$ cat src/rtl/values_pkg.sv
// Shared definitions for the four-value symbol link: code constants,
// the receive FSM state type and the code-to-four-state decode helper.
package values_pkg;

  typedef logic [1:0] val_code_t;

  localparam val_code_t VAL_ZERO = 2'b00;
  localparam val_code_t VAL_ONE  = 2'b01;
  localparam val_code_t VAL_UNK  = 2'b10;
  localparam val_code_t VAL_IMP  = 2'b11;

  typedef enum logic [1:0] {
    IDLE   = 2'd0,
    STREAM = 2'd1,
    UNDER  = 2'd2
  } rx_state_t;

  // Map a 2-bit code onto the four-state logic value it stands for.
  function automatic logic decode_val(input val_code_t code);
    logic v;
    case (code)
      VAL_ZERO: v = 1'b0;
      VAL_ONE:  v = 1'b1;
      VAL_UNK:  v = 1'bx;
      default:  v = 1'bz;
    endcase
    return v;
  endfunction

endpackage

$ cat src/rtl/values_fifo.sv
// DEPTH x 2-bit synchronous FIFO with occupancy count; push is ignored
// when full and pop is ignored when empty.
module values_fifo
  import values_pkg::*;
#(
  parameter int unsigned DEPTH = 4
) (
  input  logic                     clk,
  input  logic                     rst_n,
  input  logic                     push,
  input  val_code_t                wdata,
  input  logic                     pop,
  output val_code_t                rdata,
  output logic [$clog2(DEPTH):0]   level,
  output logic                     full,
  output logic                     empty
);

  localparam int unsigned AW = $clog2(DEPTH);
  localparam int unsigned LW = AW + 1;

  val_code_t       mem [DEPTH];
  logic [AW-1:0]   wr_ptr_q;
  logic [AW-1:0]   rd_ptr_q;
  logic [LW-1:0]   count_q;
  logic            do_push;
  logic            do_pop;

  assign full    = (count_q == LW'(DEPTH));
  assign empty   = (count_q == '0);
  assign do_push = push & ~full;
  assign do_pop  = pop & ~empty;
  assign rdata   = mem[rd_ptr_q];
  assign level   = count_q;

  // Storage array; contents need no reset since count gates every read.
  always_ff @(posedge clk) begin
    if (do_push) mem[wr_ptr_q] <= wdata;
  end

  // Pointers wrap naturally modulo DEPTH; count tracks occupancy.
  always_ff @(posedge clk or negedge rst_n) begin
    if (!rst_n) begin
      wr_ptr_q <= '0;
      rd_ptr_q <= '0;
      count_q  <= '0;
    end else begin
      if (do_push) wr_ptr_q <= wr_ptr_q + AW'(1);
      if (do_pop)  rd_ptr_q <= rd_ptr_q + AW'(1);
      case ({do_push, do_pop})
        2'b10:   count_q <= count_q + LW'(1);
        2'b01:   count_q <= count_q - LW'(1);
        default: count_q <= count_q;
      endcase
    end
  end

endmodule

$ cat src/rtl/values_rx.sv
// Four-value symbol receiver: buffers 2-bit codes and replays them as a
// real four-state bit, one per enabled clock.
// Optional popped-symbol counters: define VALUES_RX_STATS_EN.
module values_rx
  import values_pkg::*;
#(
  parameter int unsigned DEPTH = 4,
  parameter int unsigned CNT_W = 8
) (
  input  logic                    clk,
  input  logic                    rst_n,
  input  logic                    s_valid,
  output logic                    s_ready,
  input  logic [1:0]              s_code,
  input  logic                    o_en,
  output logic                    v_out,
  output logic                    v_valid,
  output logic                    underrun,
  output logic [$clog2(DEPTH):0]  level,
`ifdef VALUES_RX_STATS_EN
  output logic [CNT_W-1:0]        cnt_zero,
  output logic [CNT_W-1:0]        cnt_one,
  output logic [CNT_W-1:0]        cnt_unk,
  output logic [CNT_W-1:0]        cnt_imp,
`endif
  input  logic                    stats_clr
);

  rx_state_t  state_q, state_d;
  logic       v_out_q, v_out_d;
  logic       underrun_q, underrun_d;
  val_code_t  head;
  logic       full;
  logic       empty;
  logic       pop_fire;

  values_fifo #(.DEPTH(DEPTH)) u_fifo (
    .clk   (clk),
    .rst_n (rst_n),
    .push  (s_valid),
    .wdata (val_code_t'(s_code)),
    .pop   (o_en),
    .rdata (head),
    .level (level),
    .full  (full),
    .empty (empty)
  );

  assign s_ready  = ~full;
  assign pop_fire = o_en & ~empty;
  assign v_out    = v_out_q;
  assign v_valid  = (state_q == STREAM);
  assign underrun = underrun_q;

  // Next state, reconstructed value and sticky underrun flag.
  always_comb begin
    state_d    = IDLE;
    v_out_d    = v_out_q;
    underrun_d = underrun_q;
    if (o_en) begin
      if (empty) begin
        state_d    = UNDER;
        v_out_d    = 1'bx;
        underrun_d = 1'b1;
      end else begin
        state_d    = STREAM;
        v_out_d    = decode_val(head);
      end
    end
    if (stats_clr) underrun_d = 1'b0;
  end

  // State and output registers; v_out idles at high impedance.
  always_ff @(posedge clk or negedge rst_n) begin
    if (!rst_n) begin
      state_q    <= IDLE;
      v_out_q    <= 1'bz;
      underrun_q <= 1'b0;
    end else begin
      state_q    <= state_d;
      v_out_q    <= v_out_d;
      underrun_q <= underrun_d;
    end
  end

`ifdef VALUES_RX_STATS_EN
  logic [CNT_W-1:0] cnt_q [4];
  logic [CNT_W-1:0] cnt_d [4];

  // Saturating per-code pop counters; clear wins over increment.
  always_comb begin
    for (int i = 0; i < 4; i++) begin
      cnt_d[i] = cnt_q[i];
      if (stats_clr) begin
        cnt_d[i] = '0;
      end else if (pop_fire && (head == val_code_t'(i)) && (cnt_q[i] != '1)) begin
        cnt_d[i] = cnt_q[i] + CNT_W'(1);
      end
    end
  end

  // Counter registers.
  always_ff @(posedge clk or negedge rst_n) begin
    if (!rst_n) begin
      for (int i = 0; i < 4; i++) cnt_q[i] <= '0;
    end else begin
      for (int i = 0; i < 4; i++) cnt_q[i] <= cnt_d[i];
    end
  end

  assign cnt_zero = cnt_q[0];
  assign cnt_one  = cnt_q[1];
  assign cnt_unk  = cnt_q[2];
  assign cnt_imp  = cnt_q[3];
`endif

endmodule

$ cat config.mk
export PLATFORM = sky130hd
export DESIGN_NAME = values_rx
export DESIGN_NICKNAME = d
export VERILOG_FILES = /design/src/rtl/values_pkg.sv /design/src/rtl/values_fifo.sv /design/src/rtl/values_rx.sv
export SDC_FILE = /design/constraint.sdc
export NUM_CORES = 1
export LEC_CHECK = 0
export BUFFER_PORTS_ARGS = -buffer_cell sky130_fd_sc_hd__buf_2
export CORE_MARGIN = 1
export CORE_UTILIZATION = 45
export CTS_BUF_LIST = sky130_fd_sc_hd__clkbuf_4 sky130_fd_sc_hd__clkbuf_8 sky130_fd_sc_hd__clkbuf_16
export DETAILED_ROUTE_END_ITERATION = 10
export PLACE_DENSITY_LB_ADDON = 0.3
export SYNTH_ARGS = -nofsm -noshare
export SYNTH_HDL_FRONTEND = slang
export SYNTH_HIERARCHICAL = 1
export SYNTH_SLANG_ARGS = --single-unit
$ cat constraint.sdc
create_clock -name clk -period 2.6 [get_ports clk]
set_input_delay 0.13 -clock clk [delete_from_list [all_inputs] [get_ports clk]]
set_output_delay 0.13 -clock clk [all_outputs]
set_load 0.005 [all_outputs]
* Word level (Yosys, flattened, before mapping)
Memory sizes are Yosys's and may differ from the RTL's.
Cells that the tools add are included.
** Operators by class
- $add $sub $neg :: 4
- Eq/ne operators :: 6
- Mux-type cells :: 10
- Bitwise gates (word level) :: 4
- Reductions and logical operators :: 6
** Operator list (number)
- == test 2 x 1 -> 1 bit, second input constant :: 3
- two-way mux 1 bit :: 6
- case mux 3 bit (2 select lines) :: 1
- nonzero test 2 bit :: 3
- adder 2 x 1 -> 2 bit, second input constant :: 2
- == test 2 bit, second input constant :: 2
- two-way mux 2 bit :: 2
- adder 3 x 1 -> 3 bit, second input constant :: 1
- == test 3 bit, second input constant :: 1
- zero test 3 bit :: 1
- case mux 1 bit (3 select lines) :: 1
- subtractor 3 x 1 -> 3 bit, second input constant :: 1
- bitwise AND 1 bit :: 2
- zero test 2 bit :: 1
- NOT 1 bit :: 2
- AND reduction 2 bit :: 1
** Word-level totals
- Register bits :: 11
- Memory bits (writable) :: 8
- Input port bits :: 7
- Output and inout bits :: 7
- Word-level logic and storage cells :: 37
- Memories kept :: 1
** Memories
- u_fifo.mem :: depth 4, bits a word 2, rd ports 1, clocked after Yosys merged registers in 0, write ports 1, RTL line values_fifo.sv:22 : val_code_t mem [DEPTH];

* Depth between registers and ports, before layout
Gate-level depths: netlist of the first run.
- Word-level depth :: 5
- Mapped depth :: 9
- Depth with buffers taken out :: 9

* By module
The synthesis of the first run kept the hierarchy.
** By module, submodules not included
- values_fifo :: instances 1, cells an instance 47, area an instance 725.7 um^2, sequential area each 415.4 um^2
- values_rx :: instances 1, cells an instance 13, area an instance 146.4 um^2, sequential area each 100.1 um^2

* Worst setup path after synthesis of the first run
No wires, ideal clock.
- Kind :: register to register
- Start :: reg u_fifo.count_q[0], in the netlist u_fifo/level[0]
- End :: reg u_fifo.count_q[2], in the netlist u_fifo/level[2]
- Library setup time :: 0.079 ns
- Arrival :: 1.775 ns
- Required time :: 2.521 ns
- Path slack :: 0.746 ns
- Stages on the path, launching flop included :: 10
- Path buffers :: 0
- Period minus slack after synthesis :: 1.854 ns
- Cell sequence :: dfrtp_1 nor3b_4 nor2b_4 inv_1 ha_1 inv_1 fa_1 xor2_1 nor2_1 xor2_1
** On the way
- Longest elaborated chain between the ends :: 5
- Elaborated cells between the ends (all ways) :: 12
- Classes of those cells :: add/sub (2); eq/ne (3); mux (1); bitwise (4); reduce/logical (2)
** Ends and longest elaborated chain
- start: declaration :: RTL line values_fifo.sv:25 : logic [LW-1:0] count_q;
- start signal: assignment :: RTL line values_fifo.sv:51 : 2'b10: count_q <= count_q + LW'(1);
- start signal: assignment :: RTL line values_fifo.sv:52 : 2'b01: count_q <= count_q - LW'(1);
- start signal: assignment :: RTL line values_fifo.sv:53 : default: count_q <= count_q;
- == test 3 bit (*) :: RTL line values_fifo.sv:29 : assign full = (count_q == LW'(DEPTH));
- named net full :: RTL line values_rx.sv:33 : logic full;
- NOT 1 bit (*) :: RTL line values_fifo.sv:31 : assign do_push = push & ~full;
- bitwise AND 1 bit (*) :: RTL line values_fifo.sv:31
- == test 2 x 1 -> 1 bit or == test 2 bit (tied branches) :: RTL line values_fifo.sv:50 : case ({do_push, do_pop})
- case mux 3 bit (2 select lines) or nonzero test 2 bit (tied branches)
Mark *: on every way through the listed nets, which the timed path passes. The rest lies on a longest branch.
A chain may end at the register's enable or synchronous reset.

* Worst setup path after layout of the first run
Ends and elaborated chain as after synthesis.

==> results of run 1 <==
[path summary, 6_finish.rpt]
path / to / slack, ps / cells after the start
max: u_fifo/level[2]$_DFFE_PN0P_ / 620 / 9
min: u_fifo/mem[0][0]$_DFFE_PP_ / 60 / 1
max reg2reg: u_fifo/level[2]$_DFFE_PN0P_ / 620 / 9
min reg2reg: underrun$_DFFE_PN0P_ / 530 / 2
max in group asynchronous: u_fifo/wr_ptr_q[1]$_DFFE_PN0P_ / 2170 / 2
min in group asynchronous: v_out$_DFFE_PN0P_ / 220 / 2
[cell type report]
cell class                      instances  area (um2)
Sequential cell                        19         515
Tap cell                               25        31.3
Timing Repair Buffer                   15        85.1
Multi-Input combinational cell         33         327
Inverter                                8        30.0
Fill cell                             164         746
Clock buffer                            4        30.0
[stage by stage]
stage          cells  utilization [%]
3_3_place_gp      98             54.9
5_1_grt          104             57.7
6_report         104             57.7
4_1_cts          104             57.7
2_1_floorplan     60                -
3_5_place_dp      98             54.9
[placed cells by master (no fill, tap or decap), drive strengths merged]
cell type,instances
and2,5
nor2b,3
nor2,2
ha,5
mux4,2
edfxtp,8
dfrtp,11
nor3,1
dlygate4sd3,2
nand2,2
xor2,3
a21oi,1
o22ai,1
fa,1
xnor2,3
mux2,1
buf,13
inv,8
mux2i,1
clkbuf,4
o31a,1
nor3b,1
[registers in the layout, indices dropped and copies added, names as in the netlist]
name             count
state_q              2
v_out                1
u_fifo/mem           8
u_fifo/rd_ptr_q      2
u_fifo/level         3
underrun             1
u_fifo/wr_ptr_q      2
[cell families after synthesis]
group | count (synthesis) | share of synthesized area [%]
flip-flops | 19 | 59.1
AND/OR/NAND/NOR | 14 | 11.5
buffers and inverters | 8 | 3.44
XOR/XNOR | 6 | 6.03
adder cells (fa/ha/maj) | 6 | 9.47
multiplexers | 4 | 8.03
AO/OA/AOI/OAI | 3 | 2.44
[cells in the mapped netlist (all sizes together)]
cell type | instances | area share (%)
dfrtp | 11 | 32
edfxtp | 8 | 28
inv | 8 | 3.4
and2 | 5 | 4.0
ha | 5 | 7.2
nor2b | 3 | 3.0
xnor2 | 3 | 3.0
xor2 | 3 | 3.0
mux4 | 2 | 5.2
nand2 | 2 | 0.86
nor2 | 2 | 0.86
a21oi | 1 | 0.57
fa | 1 | 2.3
mux2 | 1 | 1.7
mux2i | 1 | 1.1
nor3 | 1 | 0.57
nor3b | 1 | 2.2
o22ai | 1 | 0.72
o31a | 1 | 1.1
[power groups by stage]
stage,clock network (mW),logic (mW),registers [mW]
floorplan,0,0.285,0.502
global placement,0,0.368,0.513
detailed placement,0,0.384,0.521
CTS,0.156,0.389,0.516
global route,0.172,0.435,0.527
finish,0.152,0.380,0.512
[layer usage]
metal | vias up | part of all wire (%) | track usage [%]
li1 | 238 | - | -
met1 | 245 | 43 | 18.7
met2 | 10 | 54 | 20.3
met3 | 0 | 3.2 | 3.57
met4 | 0 | 0 | 7.06
met5 | - | 0 | 0
[what timing repair did]
| item | CTS | global route |
|---|---|---|
| endpoints found under the hold margin | 12 | 0 |
| endpoints found under the setup margin | 0 | 0 |
| hold buffers | 2 | 0 |
==> results.tsv, run 1 <==
metric	value	unit
status	finished, final reports clean	
first-pass GRT wire length	1960	um
DRC errors left	0	
CTS Sinks	19	
initial core utilization	49.4	%
Post-Synthesis Net Count	73	
Final Hold Viols	0	
root buf cell	clkbuf_4	
Die Ht	46.0	um
port bufs	13	
Max Fclk	506	MHz
pre-CTS setup slack	645	ps
hold_sp	s_code[0]	
CTS-repair resized insts	0	
CP Cell Sequence	nor3b_4 -> nor2b_4 -> inv_1 -> ha_1 -> inv_1 -> fa_1 -> xor2_1 -> nor2_1 -> xor2_1	
power share of the combinational group	36.4	%
Layout Nets	93	
yosys warns	6	
overflow left after global routing	0	
Clock Power Share	14.6	%
VDD IR-drop max	0.527	mV
critical path data required time	2820	ps
TritonCTS clock tree	built	
Slowest cell on crit path	dfrtp_1	
1st-iter DRT viols	9	
relative slew slack	80.5	%
Via Count	493	
Syn Inst Count	60	
CP max stage delay	480	ps
# IOs	14	
Final setup viols	0	
Worst Skew	10.2	ps
Leak	0.462	nW
final instance area	1020	um2
diode count	0	
GP Congestion	0.661	
Syn Area/Cell	14.5	um2
pin count of the biggest net entering global routing	12	
Fin Setup TNS	0	ps
final WL	1190	um
Worst Tran Pin Value	290	ps
Post-CTS Setup Repair Bufs	0	
Crit path max-delay family	adder cells	
routed length per instance	11.5	um
H-tree levels	1	
final period utilization	76.1	%
critical path type	register to register	
core area	1760	um2
CP arrival	2200	ps
Worst Setup End Kind	register	
worst skew pair latency	290	ps
vias in the first global route	457	
vias per cell	4.74	
clk slew on worst S/H paths	100	ps
hold crit path type	input pin to register	
DPL Wire Length	953	um
DRT Pass-1 Iters	4	
DP Area	968	um2
Area Growth Syn to Fin	16.8	%
die width	46.0	um
Distinct cells, synth	21	
remaining antenna violation count	0	
Max Cap Viol	0	
Yosys reg bits	19	
row cnt	15	
clock buffer depth	2	
GRT Total Usage	13.8	%
fin. max-slew vios	0	
Seq pwr share	49.0	%
Cell Int Power	0.700	mW
Switching Share	33.0	%
die area	2120	um2
total CTS buffers	3	
RSZ-0062 raised after global routing	no	
Final WS setup	623	ps
minimum clock period	1980	ps
worst flop-to-flop path startpoint	u_fifo/level[0]$_DFFE_PN0P_	
Startpoint Class	register	
final hold slack	63.0	ps
sequential area share after synthesis	59.1	%
CP Buf/Inv Count	2	
sw power	0.344	mW
fraction of layout cells with a size suffix above 1	32.9	%
critical path launch point	u_fifo/level[0]$_DFFE_PN0P_	
Power Dens Cells	1030	nW/um2
Tot Pwr	1.04	mW
antenna violations before repair	0	
Max FO, Critical Path	7	
mapped cell area	872	um2
Power figures use the tool's default switching activity.
==> inputs of run 2 (changes only) <==
==> constraint.sdc (replaced) <==
create_clock -name clk -period 2 [get_ports clk]
set_input_delay 0.1 -clock clk [delete_from_list [all_inputs] [get_ports clk]]
set_output_delay 0.1 -clock clk [all_outputs]
set_load 0.005 [all_outputs]
==> run 2 against run 1 <==
- hold slack got worse by 39 ps
- global-route usage rose by 1.2 points
- sequential cell count unchanged
- critical path depth did not move
- sequential share of layout area fell by 2.3 points
- utilization rose by 2.7 points
- clock skew increased by 0.76 ps
- largest power group unchanged
==> results.tsv, run 2 (synthesis gave the netlist of run 1 again) <==
metric	value	unit	change
first-pass GRT wire length	2010	um	+2.5%
worst skew pair latency	300	ps	about the same
power share of the combinational group	41.8	%	+5.4 points
Max FO, Critical Path	2		-5
pin count of the biggest net entering global routing	12		unchanged
Worst Setup End Kind	register		
Worst Tran Pin Value	288	ps	-2.57 ps
diode count	0		unchanged
Worst Skew	11.0	ps	+0.763 ps
fraction of layout cells with a size suffix above 1	37.6	%	+4.7 points
DRC errors left	0		unchanged
final period utilization	94.3	%	+18 points
H-tree levels	1		unchanged
die area	2120	um2	unchanged
vias in the first global route	447		-2.2%
Area Growth Syn to Fin	22.2	%	
initial core utilization	49.4	%	unchanged
antenna violations before repair	0		unchanged
CTS Sinks	19		unchanged
clk slew on worst S/H paths	110	ps	about the same
Cell Int Power	0.953	mW	+36%
relative slew slack	80.7	%	+0.17 points
Max Cap Viol	0		unchanged
total CTS buffers	3		unchanged
largest register by flop count	u_fifo/mem		
Final setup viols	0		unchanged
1st-iter DRT viols	5		-4
die width	46.0	um	unchanged
GRT Total Usage	15.0	%	+1.2 points
Clock Power Share	13.7	%	-0.9 points
critical path data required time	2240	ps	-580 ps
VDD IR-drop max	0.713	mV	+35%
leading cell types in the layout, fill and taps excluded	13 x buf_2, 11 x dfrtp_1, 8 x inv_1, 8 x edfxtp_1, 5 x buf_4		
Via Count	508		+3.0%
fin. max-slew vios	0		unchanged
Max Fclk	530	MHz	+4.8%
TritonCTS clock tree	built		
row cnt	15		unchanged
core area	1760	um2	unchanged
DPL Wire Length	995	um	+4.4%
remaining antenna violation count	0		unchanged
Final Hold Viols	0		unchanged
status	finished, final reports clean		
Seq pwr share	44.5	%	-4.5 points
root buf cell	clkbuf_4		
# IOs	14		unchanged
minimum clock period	1890	ps	-90.5 ps
vias per cell	4.62		-2.6%
final WL	1360	um	+14%
commonest non-fill, non-tap cell in the layout	buf_2		
clock buffer depth	2		unchanged
Layout Nets	99		+6.5%
critical path type	register to register		
Switching Share	33.4	%	+0.47 points
hold crit path type	input pin to register		
sw power	0.478	mW	+39%
routed length per instance	12.3	um	+7.6%
Fin Setup TNS	0	ps	unchanged
Leak	0.489	nW	+5.8%
Startpoint Class	register		
port bufs	13		unchanged
overflow left after global routing	0		unchanged
DRT Pass-1 Iters	4		unchanged
max reg flops	8		unchanged
Tot Pwr	1.43	mW	+37%
GP Congestion	0.629		-4.8%
CP arrival	2130	ps	-70 ps
Power Dens Cells	1340	nW/um2	+31%
Die Ht	46.0	um	unchanged
-- run 2: repair_timing --
action,4_1_cts,5_1_grt
endpoints found under the setup margin,0,1
hold endpoints to repair,12,1
resized for setup,0,1
setup buffers,0,2
hold buffers,2,1
-- run 2: worst max-delay path, cell delays in order, from the launching register on --
cell	delay, ps
dfrtp_1	430
nor3b_4	260
nor2b_4	70
inv_1	60
ha_2	180
inv_1	50
fa_1	370
xor2_1	150
nor2_1	120
xor2_1	140
-- run 2: stage by stage --
| stage | cell area [um2] | worst slack, ps | std cells | hold WS (ps) | utilization, % |
|---|---|---|---|---|---|
| 2_1_floorplan | 872 | 146 | 60 | -196 | - |
| 3_3_place_gp | 991 | 147 | 101 | -26.6 | 56.2 |
| 3_5_place_dp | 991 | 95.4 | 101 | -15.0 | 56.2 |
| 4_1_cts | 1040 | 80.2 | 107 | 4.17 | 58.9 |
| 5_1_grt | 1070 | -10.7 | 110 | 15.2 | 60.4 |
| 6_report | 1070 | 113 | 110 | 23.6 | 60.4 |
-- run 2: path summary, 6_finish.rpt --
path | start | endpoint | slack [ps] | cells past startpoint
max | u_fifo/level[0]$_DFFE_PN0P_ | u_fifo/level[2]$_DFFE_PN0P_ | 110 | 9
max in group asynchronous | rst_n | u_fifo/level[1]$_DFFE_PN0P_ | 1610 | 2
min reg2reg | u_fifo/rd_ptr_q[1]$_DFFE_PN0P_ | u_fifo/rd_ptr_q[1]$_DFFE_PN0P_ | 530 | 1
max reg2reg | u_fifo/level[0]$_DFFE_PN0P_ | u_fifo/level[2]$_DFFE_PN0P_ | 110 | 9
min | s_code[0] | u_fifo/mem[0][0]$_DFFE_PP_ | 20 | 1
min in group asynchronous | rst_n | underrun$_DFFE_PN0P_ | 180 | 2
-- run 2: cell type report --
| cell class | count | area, um2 |
|---|---|---|
| tap | 25 | 31.3 |
| multi-input combinational | 33 | 329 |
| timing repair buffer | 21 | 133 |
| clock buffer | 3 | 22.5 |
| fill | 153 | 698 |
| inverter | 8 | 30.0 |
| clock inverter | 1 | 5.00 |
| sequential | 19 | 515 |
-- run 2: power by group through the flow --
| stage | clock, mW | sequential (mW) | combinational, mW |
|---|---|---|---|
| detailed placement | 0 | 0.646 | 0.575 |
| global route | 0.221 | 0.654 | 0.665 |
| global placement | 0 | 0.637 | 0.554 |
| finish | 0.196 | 0.637 | 0.598 |
| floorplan | 0 | 0.653 | 0.371 |
| CTS | 0.201 | 0.637 | 0.580 |
-- run 2: metal layers --
layer / vias up / global-route usage (%) / part of all wire (%)
li1: 248 / - / -
met1: 242 / 17.1 / 42
met2: 12 / 23.7 / 52
met3: 6 / 3.57 / 2.7
met4: 0 / 12.4 / 3.7
met5: - / 0 / 0
